<file path="src/rtl/sr_arb_pkg.sv">
// Shared types and constants for the two-requester PIPO load arbiter.
// The arbitration helper covers both round-robin and fixed-priority modes.
package sr_arb_pkg;

  localparam int DEF_WIDTH = 4;
  localparam int DEF_HOLD  = 2;
  localparam int CNT_W     = 4;

  typedef enum logic [1:0] {
    IDLE = 2'd0,
    LOAD = 2'd1,
    HOLD = 2'd2
  } arb_state_e;

  // Winner index for one IDLE evaluation; a tie goes to the non-owner
  // unless fixed priority is selected.
  function automatic logic pick_winner(
    input logic r0,
    input logic r1,
    input logic last,
    input logic fixed
  );
    if (r0 && r1)
      return fixed ? 1'b0 : ~last;
    return r1;
  endfunction

endpackage

</file>
<file path="src/rtl/sr_pipo_reg.sv">
// Shared WIDTH-bit parallel-in/parallel-out register.
// Async active-low clear, synchronous load enable.
module sr_pipo_reg #(
  parameter int WIDTH = 4
) (
  input  logic             clk,
  input  logic             rst,
  input  logic             en,
  input  logic [WIDTH-1:0] d,
  output logic [WIDTH-1:0] q
);

  always_ff @(posedge clk or negedge rst) begin
    if (!rst)
      q <= '0;
    else if (en)
      q <= d;
  end

endmodule

</file>
<file path="src/rtl/sr_pipo_arbiter_4bit.sv">
// Two-requester arbiter/load sequencer for a shared PIPO register.
// Define SR_ARB_PRIORITY_EN for fixed priority (req0 wins ties).
module sr_pipo_arbiter_4bit
  import sr_arb_pkg::*;
#(
  parameter int WIDTH       = DEF_WIDTH,
  parameter int HOLD_CYCLES = DEF_HOLD
) (
  input  logic             clk,
  input  logic             rst,
  input  logic             req0,
  input  logic             req1,
  input  logic [WIDTH-1:0] din0,
  input  logic [WIDTH-1:0] din1,
  output logic             gnt0,
  output logic             gnt1,
  output logic             ack0,
  output logic             ack1,
  output logic [WIDTH-1:0] dout,
  output logic             owner,
  output logic             busy
);

  localparam logic [1:0] S_IDLE = IDLE;
  localparam logic [1:0] S_LOAD = LOAD;
  localparam logic [1:0] S_HOLD = HOLD;

`ifdef SR_ARB_PRIORITY_EN
  localparam logic FIXED = 1'b1;
`else
  localparam logic FIXED = 1'b0;
`endif

  localparam logic [CNT_W-1:0] CNT_INIT = CNT_W'(HOLD_CYCLES - 1);

  logic [1:0]       state;
  logic [1:0]       nxt;
  logic             cur;
  logic             nxt_cur;
  logic [CNT_W-1:0] cnt;
  logic [CNT_W-1:0] nxt_cnt;
  logic             load_en;
  logic             req_cur;
  logic [WIDTH-1:0] load_data;

  assign req_cur   = cur ? req1 : req0;
  assign load_data = cur ? din1 : din0;

  always_comb begin
    nxt     = state;
    nxt_cur = cur;
    nxt_cnt = cnt;
    load_en = 1'b0;
    case (state)
      S_IDLE: begin
        if (req0 || req1) begin
          nxt     = S_LOAD;
          nxt_cur = pick_winner(req0, req1, owner, FIXED);
        end
      end
      S_LOAD: begin
        if (req_cur) begin
          load_en = 1'b1;
          nxt     = S_HOLD;
          nxt_cnt = CNT_INIT;
        end else begin
          nxt = S_IDLE;
        end
      end
      S_HOLD: begin
        // Owner dropping its request ends the hold early.
        if (!req_cur || cnt == '0)
          nxt = S_IDLE;
        else
          nxt_cnt = cnt - 1'b1;
      end
      default: nxt = S_IDLE;
    endcase
  end

  always_ff @(posedge clk or negedge rst) begin
    if (!rst) begin
      state <= S_IDLE;
      cur   <= 1'b0;
      cnt   <= '0;
      ack0  <= 1'b0;
      ack1  <= 1'b0;
      owner <= 1'b1;
    end else begin
      state <= nxt;
      cur   <= nxt_cur;
      cnt   <= nxt_cnt;
      ack0  <= load_en & ~cur;
      ack1  <= load_en & cur;
      if (load_en)
        owner <= cur;
    end
  end

  assign busy = (state != S_IDLE);
  assign gnt0 = busy & ~cur;
  assign gnt1 = busy & cur;

  sr_pipo_reg #(
    .WIDTH(WIDTH)
  ) u_reg (
    .clk(clk),
    .rst(rst),
    .en (load_en),
    .d  (load_data),
    .q  (dout)
  );

endmodule

</file>
<file path="config.mk">
export PLATFORM = sky130hd
export DESIGN_NAME = sr_pipo_arbiter_4bit
export DESIGN_NICKNAME = d
export VERILOG_FILES = /design/src/rtl/sr_arb_pkg.sv /design/src/rtl/sr_pipo_reg.sv /design/src/rtl/sr_pipo_arbiter_4bit.sv
export SDC_FILE = /design/constraint.sdc
export NUM_CORES = 1
export LEC_CHECK = 0
export CORE_MARGIN = 2
export CORE_UTILIZATION = 30
export CTS_BUF_LIST = sky130_fd_sc_hd__clkbuf_4 sky130_fd_sc_hd__clkbuf_8 sky130_fd_sc_hd__clkbuf_16
export CTS_CLUSTER_DIAMETER = 120
export DETAILED_ROUTE_END_ITERATION = 8
export SLEW_MARGIN = 10
export SYNTH_ARGS = -nofsm -noshare
export SYNTH_HDL_FRONTEND = slang
export SYNTH_HIERARCHICAL = 1
export SYNTH_SLANG_ARGS = --single-unit
</file>
<file path="constraint.sdc">
create_clock -name clk -period 3.5 [get_ports clk]
set_input_delay 0.7 -clock clk [delete_from_list [all_inputs] [get_ports clk]]
set_output_delay 0.7 -clock clk [all_outputs]
set_load 0.005 [all_outputs]
</file>
==> flow_summary.json <==
{
  "status": "finished clean",
  "yosysSeqAreaShare_pct": 48.78,
  "crit_end": "gnt1",
  "min-delay-start": "cnt[0]",
  "vias": 575,
  "hold_path_class": "register to register",
  "placedCellCount": 113,
  "ctsHoldBuffers": 0,
  "cts_max_level": 1,
  "p_comb_share_pct": 45.6,
  "cts.path.max_buffers": 2,
  "setup_viol": 0,
  "crit_path_start_kind": "register",
  "ys_types": 30,
  "grt_pass1_vias": 549,
  "endpoint_kind": "output port",
  "p_total_uw": 793.8,
  "diodes": 0,
  "dp_hpwl_mm": 1.087,
  "path_clk_slew_ns": 0.08,
  "drt-total-wl_mm": 1.419,
  "cp_slowest_cell": "dfrtp_1",
  "final_cells": 117,
  "grtUsageTotal_pct": 11.79,
  "area_growth_pct": 36.98,
  "antenna_found_initial": 0,
  "maxSlewViolCount": 0,
  "vias_per_cell": 4.915,
  "numCtsBuffers": 3,
  "clock_sinks": 14,
  "cts_resized": 0,
  "worst-endpoint-required_ns": 2.80,
  "num-nets-final": 103,
  "placed_area_um2": 950.9,
  "synth_nets": 79,
  "insertion_delay_ns": 0.28,
  "p_sw_share_pct": 33.83,
  "r2r_start": "cur",
  "io_pins": 22,
  "syn_avg_cell_area_um2": 10.92,
  "slew_headroom_pct": 58.07,
  "start_util_pct": 32.27,
  "cp.arrival_ns": 1.85,
  "path_cells": "nor2_1 > and2b_1 > clkdlybuf4s50_1",
  "gp_congestion": 0.7354,
  "drt-initial-drc-count": 9,
  "fillers": 214,
  "synthCells": 66,
  "async_flop_share_pct": 100.0,
  "cts_tree": "yes",
  "rrSetupSlack_ns": 1.65,
  "power.density_nw_per_um2": 804.1,
  "rsz0062_at_grt": "no",
  "grt_max_degree": 15,
  "drive_above_1_share_pct": 19.10,
  "max_freq_mhz": 392.3,
  "pwr-share-seq_pct": 39.8,
  "ant_nets": 0,
  "core_um2": 2233,
  "path_class": "register to output port",
  "rows": 17,
  "synth_seq_cells": 14,
  "hold_depth": 1,
  "r2r.worst_path.cells": 3,
  "fin_skew_ns": 0.001042,
  "grt_pass1_wl_mm": 2.380,
  "die_h_um": 53.02,
  "fin_crit_ns": 2.549,
  "routedWlPerCell_um": 12.13,
  "cpPeakStageDelay_ns": 0.49,
  "synth_edf_count": 0,
  "cellLeakagePower_nw": 0.4313,
  "p_int_uw": 525.3,
  "cts-root-buf": "clkbuf_4",
  "fin_crit_sh_pct": 72.83,
  "post_cts_buffers": 0,
  "power_switching_uw": 268.6,
  "die_w_um": 53.02,
  "port_buffers": 21,
  "hold_viol_final": 0,
  "design.die.area_um2": 2811,
  "pwr-share-clk_pct": 14.6,
  "synth_ff_type": "dfrtp_1",
  "setup_tns_ns": 0,
  "grt_remaining_overflow": 0,
  "maxCapViolCount": 0,
  "critPathLaunch": "state[0]",
  "irDropWorstVdd_mv": 0.3395,
  "tightest_slew_ns": 0.6270,
  "dr.pass1.iters": 4,
  "synth_area_um2": 720.7,
  "yosysWarnings": 6,
  "reg2reg_to": "u_reg/q[2]",
  "fin_area_um2": 987.2,
  "critPathMaxFanout": 10,
  "drcViolationCount": 0
}
==> placed cells by master, fill, tap and decap left out, types with 2 or more instances in the layout <==
cell type / instances
clkdlybuf4s50_1: 21
dfrtp_1: 13
mux2_2: 8
inv_1: 6
nor2_1: 6
a21oi_1: 4
nand3b_1: 3
clkbuf_4: 3
nor3_1: 2
o31ai_1: 2
==> metrics by stage <==
stage | hold WS (ns) | worst slack (ns) | utilization (%)
floorplan | 0.4044 | 1.807 | -
global placement | 0.4950 | 1.029 | 42.58
detailed placement | 0.4944 | 0.9688 | 42.58
CTS | 0.5102 | 0.9317 | 44.20
global route | 0.5266 | 0.8496 | 44.20
finish | 0.5070 | 0.9511 | 44.20
==> registers in the layout, indices dropped and copies added (netlist names) <==
register,cells
cur,1
owner,1
state,2
u_reg/q,4
cnt,4
ack0,1
ack1,1
==> worst min path at each step <==
stage          slack [ns]  endpoint
2_1_floorplan        0.40      ack0
3_3_place_gp         0.50    cnt[0]
3_5_place_dp         0.49    cnt[0]
4_1_cts              0.51    cnt[0]
5_1_grt              0.53    cnt[0]
6_report             0.51    cnt[0]
==> cells by family after synthesis <==
logic type	share of synthesized area [%]
compound gates	10.94
fa+ha+maj	1.736
buf+inv	5.208
flops	48.79
mux	13.89
simple gates	19.45
==> area by class of cell <==
cell class	count	area [um2]	area share [%]
sequential	14	351.6	35.61
multi-input combinational	44	331.6	33.59
timing repair buffer	21	210.2	21.29
clock buffer	4	36.28	3.676
tap	28	35.03	3.549
inverter	6	22.52	2.281
==> power groups by stage <==
stage	clock [mW]	combinational (mW)	sequential, mW
floorplan	0	0.241	0.285
global placement	0	0.360	0.320
detailed placement	0	0.364	0.321
CTS	0.120	0.368	0.318
global route	0.129	0.403	0.329
finish	0.116	0.362	0.316
==> routing by layer <==
layer	share of wire, %	GRT usage (%)	wire [um]	vias to the layer above
li1	-	-	-	282
met1	46	15.09	656	272
met3	7.9	3.672	112	2
met5	0	0	0	-
met4	1.3	7.692	19	0
met2	44	16.88	630	19
==> critical path: cells and delay by family (launching register included) <==
family,cells,cell delay (ns)
simple gates,2,0.64
flops,1,0.49
buf+inv,1,0.44
==> cell usage after synthesis, types with 2 or more instances <==
master	count	area, um2
a21oi_1	4	20.02
dfrtp_1	13	325.3
inv_1	6	22.52
mux2_2	8	90.09
nand3b_1	3	22.52
nor2_1	6	22.52
nor3_1	2	10.01
o31ai_1	2	15.01
Power figures use the tool's default switching activity.
